[src/rtl/clk_divider_prog.sv]
// Multi-channel programmable clock divider: per-channel runtime divisor, glitch-free at period boundaries.
// Optional phase-align input `sync` is built only when CLKDIV_SYNC_EN is defined.
module clk_divider_prog #(
  parameter int NCH         = 4,
  parameter int WIDTH       = 20,
  parameter int DEFAULT_DIV = 10000,
  localparam int CHW        = (NCH > 1) ? $clog2(NCH) : 1
) (
  input  logic             clk,
  input  logic             rst,
  input  logic             en,
  input  logic             wr_en,
  input  logic [CHW-1:0]   wr_ch,
  input  logic [WIDTH-1:0] wr_div,
`ifdef CLKDIV_SYNC_EN
  input  logic             sync,
`endif
  output logic [NCH-1:0]   clk_out,
  output logic [NCH-1:0]   tick
);

  localparam logic [WIDTH-1:0] DEF_DIV = WIDTH'(DEFAULT_DIV);
  localparam logic [WIDTH-1:0] ONE     = WIDTH'(1);
  localparam logic [WIDTH-1:0] TWO     = WIDTH'(2);

  logic [WIDTH-1:0] s_q   [NCH];
  logic [WIDTH-1:0] d_q   [NCH];
  logic [WIDTH-1:0] cnt_q [NCH];
  logic [WIDTH-1:0] s_d   [NCH];
  logic [WIDTH-1:0] d_d   [NCH];
  logic [WIDTH-1:0] cnt_d [NCH];
  logic [NCH-1:0]   out_q, out_d;
  logic [NCH-1:0]   tick_q, tick_d;

  always_comb begin
    for (int i = 0; i < NCH; i++) begin
      s_d[i]    = s_q[i];
      d_d[i]    = d_q[i];
      cnt_d[i]  = cnt_q[i];
      out_d[i]  = out_q[i];
      tick_d[i] = 1'b0;

      // Indices with no channel (wr_ch >= NCH) match no i and are dropped.
      if (wr_en && (wr_ch == CHW'(i))) begin
        s_d[i] = wr_div;
      end

`ifdef CLKDIV_SYNC_EN
      if (sync) begin
        d_d[i]    = s_q[i];
        cnt_d[i]  = '0;
        out_d[i]  = (s_q[i] >= TWO);
        tick_d[i] = (s_q[i] >= TWO);
      end else
`endif
      if (en) begin
        if (d_q[i] >= TWO) begin
          if (cnt_q[i] == d_q[i] - ONE) begin
            cnt_d[i] = '0;
            d_d[i]   = s_q[i];
          end else begin
            cnt_d[i] = cnt_q[i] + ONE;
          end
          // High phase uses the divisor in force for the new count.
          out_d[i]  = (cnt_d[i] < (d_d[i] >> 1));
          tick_d[i] = (cnt_d[i] == '0);
        end else begin
          // Stopped: keep preloading so the next wrap check starts a fresh period.
          d_d[i]    = s_q[i];
          cnt_d[i]  = s_q[i] - ONE;
          out_d[i]  = 1'b0;
          tick_d[i] = 1'b0;
        end
      end
    end
  end

  always_ff @(posedge clk or negedge rst) begin
    if (!rst) begin
      for (int i = 0; i < NCH; i++) begin
        s_q[i]   <= DEF_DIV;
        d_q[i]   <= DEF_DIV;
        cnt_q[i] <= DEF_DIV - ONE;
      end
      out_q  <= '0;
      tick_q <= '0;
    end else begin
      for (int i = 0; i < NCH; i++) begin
        s_q[i]   <= s_d[i];
        d_q[i]   <= d_d[i];
        cnt_q[i] <= cnt_d[i];
      end
      out_q  <= out_d;
      tick_q <= tick_d;
    end
  end

  assign clk_out = out_q;
  assign tick    = tick_q;

endmodule

[config.mk]
export PLATFORM = sky130hd
export DESIGN_NAME = clk_divider_prog
export DESIGN_NICKNAME = d
export VERILOG_FILES = /design/src/rtl/clk_divider_prog.sv
export SDC_FILE = /design/constraint.sdc
export NUM_CORES = 1
export LEC_CHECK = 0
export CAP_MARGIN = 20
export CORE_MARGIN = 2
export CORE_UTILIZATION = 46
export DETAILED_ROUTE_END_ITERATION = 12
export DONT_BUFFER_PORTS = 1
export PLACE_DENSITY = 0.64
export SLEW_MARGIN = 40
export SYNTH_ARGS = -nofsm -noshare
export SYNTH_HDL_FRONTEND = slang
export SYNTH_SLANG_ARGS = --single-unit
[constraint.sdc]
create_clock -name clk -period 6.1 [get_ports clk]
set_clock_uncertainty 0.15 [all_clocks]
set_input_delay 1.22 -clock clk [delete_from_list [all_inputs] [get_ports clk]]
set_output_delay 1.22 -clock clk [all_outputs]
set_load 0.1 [all_outputs]
==> flow_summary.json <==
{
  "hold_viol": 0,
  "die_h_um": 210,
  "layout_common_cells": "nor2_1, dfrtp_1, xnor2_1",
  "path_cells": "or4_1, nor4_4, and3_1, o211ai_1, or4_4, nor4b_4, buf_4, mux2i_1, ha_1, a21o_1, a21oi_1, nor2b_1, o21ai_0, nand2b_1, a211oi_1, o211ai_1, o31ai_1",
  "grt_pass1_wl_um": 87800,
  "power_density_nw_per_um2": 493,
  "rsz0062_at_grt": "no",
  "maxSlewHeadroom_pct": 42.5,
  "synth-async-reset-ratio_pct": 100,
  "cts-root-buf": "clkbuf_16",
  "hpwl_um": 39400,
  "initial_core_util_pct": 46.4,
  "fin_crit_sh_pct": 89.7,
  "worst_pin_slew_ps": 864,
  "crit_top_cell": "o211ai_1",
  "first_global_vias": 15533,
  "leakage_nw": 8.44,
  "antenna_found_initial": 1,
  "syn_inst": 2126,
  "cts_tree": "built",
  "die_area_um2": 43900,
  "clk_pin_slew_ps": 60,
  "vias": 16166,
  "ant_nets": 0,
  "ys_warn_count": 0,
  "critPathMaxFanout": 26,
  "final_layout_size_suffix_gt1_share_pct": 16.3,
  "dieWidth_um": 210,
  "timing.hold.ws_ps": 199,
  "ioPinCount": 34,
  "yosysSeqAreaShare_pct": 32.4,
  "hold_path.class": "in -> async",
  "place_congestion": 0.933,
  "cts_hold_buf": 0,
  "worstPathArrival_ps": 5800,
  "syn2layout_area_growth_pct": 6.95,
  "end_kind": "register",
  "clkLatencyLatePin_ps": 590,
  "cts-resized-gates": 0,
  "cts_max_level": 1,
  "worstPathRequired_ps": 6430,
  "drt-total-wl_um": 54900,
  "cts_setup_buffers": 0,
  "drc_errors": 0,
  "avgViaCountPerCell": 6.26,
  "grt_max_degree": 249,
  "syn-num-nets": 2240,
  "ys_seq_elements": 248,
  "status": "completed",
  "setup_viol": 0,
  "rr_worst_depth": 17,
  "synth_edf_count": 0,
  "cts.sinks": 248,
  "cap_viol_max_count": 0,
  "cts_buffer_depth": 3,
  "worstSetupStartpointType": "register",
  "nets": 2135,
  "synth_flop_cell": "dfrtp_1",
  "cts_buffers": 29,
  "finalMaxSlewViolations": 0,
  "grt_usage_pct": 24.8,
  "slowest_stage": "or4_1",
  "n_antenna_cell": 0,
  "core_um2": 41900,
  "grt-ovfl-total": 0,
  "worstReg2RegStart": "d_q[61]",
  "fin_setup_tns_ps": 0,
  "synth_cell_types": 81,
  "final_core_util_pct": 49.7,
  "r2r-end": "clk_out[0]",
  "fmax_mhz": 183,
  "path_class": "reg -> reg",
  "cpPeakStageDelay_ps": 650,
  "row_count": 75,
  "rrSetupSlack_ps": 630,
  "postSynthAreaPerCell_um2": 9.14,
  "drtIter0Drc": 1351,
  "port_buffers": 0,
  "wire_per_inst_um": 21.2,
  "period_minus_slack_ps": 5470,
  "syn_area_um2": 19400,
  "peakVddDrop_v": 0.000236,
  "first_pass_iters": 5
}
[flip-flops by register name, indices dropped and copies added (netlist names)]
register and cells:
tick 4, d_q 80, clk_out 4, s_q 80
cnt_q 80
[metal layers]
layer | vias to the layer above | track usage, % | routed length (um)
met2 | 544 | 39.4 | 24800
met5 | - | 0 | 0
met1 | 7961 | 34.8 | 24700
met4 | 0 | 7.90 | 1550
met3 | 102 | 4.03 | 3870
li1 | 7559 | - | -
[where the power goes]
group | internal [W] | switching, W | leakage [nW]
Clock | 0.00124 | 0.000779 | 0.516
Combinational | 0.00223 | 0.00234 | 4.95
Sequential | 0.00232 | 0.00133 | 2.97
[worst max-delay path: cells and delay by family, from the launching register on]
family | cells | cell delay, ps
compound gates | 7 | 1230
fa+ha+maj | 1 | 270
buf+inv | 1 | 460
flops | 1 | 450
mux | 1 | 240
simple gates | 7 | 2570
[kinds of logic after synthesis]
group / Yosys count / share of synthesized area [%]
multiplexers: 234 / 13.7
AND/OR/NAND/NOR: 689 / 18.6
XOR/XNOR: 247 / 11.1
adder cells (fa/ha/maj): 88 / 5.66
AO/OA/AOI/OAI: 402 / 14.0
buffers and inverters: 218 / 4.53
flip-flops: 248 / 32.4
[metrics by stage]
stage	std cells	instance area, um^2	total power, W	worst slack, ps
finish	2583	20800	0.0102	626
global route	2583	20800	0.0110	300
CTS	2583	20800	0.0102	622
detailed placement	2529	19700	0.00813	635
global placement	2526	19600	0.00799	806
floorplan	2126	19400	0.00697	1060
[worst max-delay path by stage]
stage	startpoint	to	depth (start not counted)	slack, ps
2_1_floorplan	d_q[4]	clk_out[3]	21	1060
3_3_place_gp	d_q[61]	clk_out[0]	17	810
3_5_place_dp	d_q[61]	clk_out[0]	16	640
4_1_cts	d_q[61]	clk_out[0]	17	620
5_1_grt	d_q[61]	clk_out[0]	17	300
6_report	d_q[61]	clk_out[0]	17	630
[Yosys cell counts, types with 37 or more instances]
| library cell | instances | area, um^2 |
|---|---|---|
| and3_1 | 37 | 231 |
| o21ai_0 | 124 | 621 |
| inv_1 | 60 | 225 |
| ha_1 | 88 | 1100 |
| mux2i_1 | 82 | 821 |
| mux2_2 | 112 | 1260 |
| nor3_1 | 84 | 420 |
| nor2_1 | 173 | 649 |
| nand3_1 | 73 | 365 |
| dfrtp_1 | 176 | 4400 |
| a21oi_1 | 46 | 230 |
| clkbuf_1 | 113 | 424 |
| xnor2_1 | 157 | 1380 |
| nand2_1 | 103 | 387 |
| xor2_1 | 90 | 788 |
| nor4_1 | 38 | 238 |
| dfstp_2 | 72 | 1890 |
| nand4_1 | 42 | 263 |
[area by class of cell]
class,instances,area (um^2)
timing repair buffer,22,178
clock inverter,22,343
multi-input combinational,1660,12300
clock buffer,32,757
tap,539,674
fill,3811,21100
sequential,248,6300
inverter,60,225
(Power assumes the default switching activity.)
==> RTL change, RTL diff (same settings) <==
Add an input register stage for `en`, `wr_en`, `wr_ch` and `wr_div`, without a reset; this delays them by one clock.
--- a/src/rtl/clk_divider_prog.sv
+++ b/src/rtl/clk_divider_prog.sv
@@ -23,6 +23,18 @@
   localparam logic [WIDTH-1:0] ONE     = WIDTH'(1);
   localparam logic [WIDTH-1:0] TWO     = WIDTH'(2);
 
+  logic en_q;
+  logic wr_en_q;
+  logic [CHW-1:0] wr_ch_q;
+  logic [WIDTH-1:0] wr_div_q;
+
+  always_ff @(posedge clk) begin
+    en_q     <= en;
+    wr_en_q  <= wr_en;
+    wr_ch_q  <= wr_ch;
+    wr_div_q <= wr_div;
+  end
+
   logic [WIDTH-1:0] s_q   [NCH];
   logic [WIDTH-1:0] d_q   [NCH];
   logic [WIDTH-1:0] cnt_q [NCH];
@@ -41,8 +53,8 @@
       tick_d[i] = 1'b0;
 
       // Indices with no channel (wr_ch >= NCH) match no i and are dropped.
-      if (wr_en && (wr_ch == CHW'(i))) begin
-        s_d[i] = wr_div;
+      if (wr_en_q && (wr_ch_q == CHW'(i))) begin
+        s_d[i] = wr_div_q;
       end
 
 `ifdef CLKDIV_SYNC_EN
@@ -53,7 +65,7 @@
         tick_d[i] = (s_q[i] >= TWO);
       end else
 `endif
-      if (en) begin
+      if (en_q) begin
         if (d_q[i] >= TWO) begin
           if (cnt_q[i] == d_q[i] - ONE) begin
             cnt_d[i] = '0;
Behaviour: not the same (a bounded check fails within 4 cycles, from zero or initial values and one cycle with rst low).
==> RTL change against the original RTL <==
- utilization is 0.47 points higher
- first-iteration DRC count shrank 9.0%
- largest power group unchanged
- setup slack better by 74 ps
- sequential cell count up 24
- die area rose by 4.3%
- wire length increased by 6.0%
- synthesized area rose by 4.4%
- design area grew 4.4%
- total power grew 1.3%
==> RTL change: results (changes against the original RTL) <==
run_status:
  status: "finished, final reports clean"
synth:
  async_flop_share: 0.912  # -0.0882
  syn-num-nets: 2319  # +3.5%
  yosysUniqueCellTypes: 88  # +8.6%
  yosysSeqAreaShare: 0.334  # +0.0100
  synth_area_leaders: "dfrtp_1, dfstp_2, mux2_2, xnor2_1, ha_1"
  syn_area_per_cell_um2: 9.20  # +0.66%
global_routing:
  grt_util_met2: 0.410  # +0.0158
  groute.layer.met3.usage: 0.0312  # -0.00905
  grt_pass1_vias: 16600  # +7.0%
  grt_usage: 0.249  # +0.000884
  use_met1: 0.346  # -0.00192
clocking:
  numCtsBuffers: 30  # +3.4%
  clk_pin_slew_ps: 60  # about the same
  post_cts_resized: 0  # unchanged
sta:
  whs_ps: 170  # -28.8 ps
  slew_headroom: 0.410  # -0.0149
  finalCritPeriodShare: 0.885  # -0.0121
critical_path:
  critPathArrivalTime_ps: 5760  # -40 ps
  critPathLaunch: "d_q[40]"
  slowest_stage: "or4b_2"
  reg2reg_depth: 19  # +2
  cp_max_fo: 25  # -3.8%
placement:
  dp_hpwl_um: 41900  # +6.3%
  placedCellCount: 2653  # +4.9%
  place_congestion: 0.927  # -0.61%
  pre_cts_slack_ps: 804  # +168 ps
  placed_area_um2: 20700  # +5.0%
pwr:
  peakVddDrop_mv: 0.333  # +41%
  p_leak_nw: 8.50  # +0.77%
layout:
  seqCellArea_um2: 6790  # +7.7%
  drive_gt1_frac: 0.163  # about the same
  antenna_cells: 0  # unchanged
  fillerInstances: 4003  # +5.0%
route:
  vias_per_cell: 6.24  # -0.29%
  drtIter0Drc: 1230  # -9.0%
  wl_met3_um: 3270  # -16%
  wl_met1_um: 26400  # +7.1%
  wl_per_cell_um: 21.5  # +1.1%
  finalWirelength_um: 58200  # +6.0%
## RTL change: kinds of logic after synthesis
group / after synthesis / synth area share
AO/OA/AOI/OAI: 428 / 0.151
XOR/XNOR: 244 / 0.105
adder cells (fa/ha/maj): 88 / 0.0543
buffers and inverters: 216 / 0.0430
flip-flops: 272 / 0.334
multiplexers: 226 / 0.122
AND/OR/NAND/NOR: 731 / 0.191
## RTL change: report_power, final
part / internal [mW] / total, mW / switching, mW
logic: 2.26 / 4.66 / 2.40
clock network: 1.11 / 1.90 / 0.793
registers: 2.47 / 3.81 / 1.34
total: 5.84 / 10.4 / 4.53
## RTL change: cell type report
class | count | area share
sequential | 272 | 0.313
tap | 585 | 0.0337
clock buffer | 43 | 0.0397
multi-input combinational | 1717 | 0.586
clock inverter | 13 | 0.00750
inverter | 47 | 0.00813
timing repair buffer | 32 | 0.0124
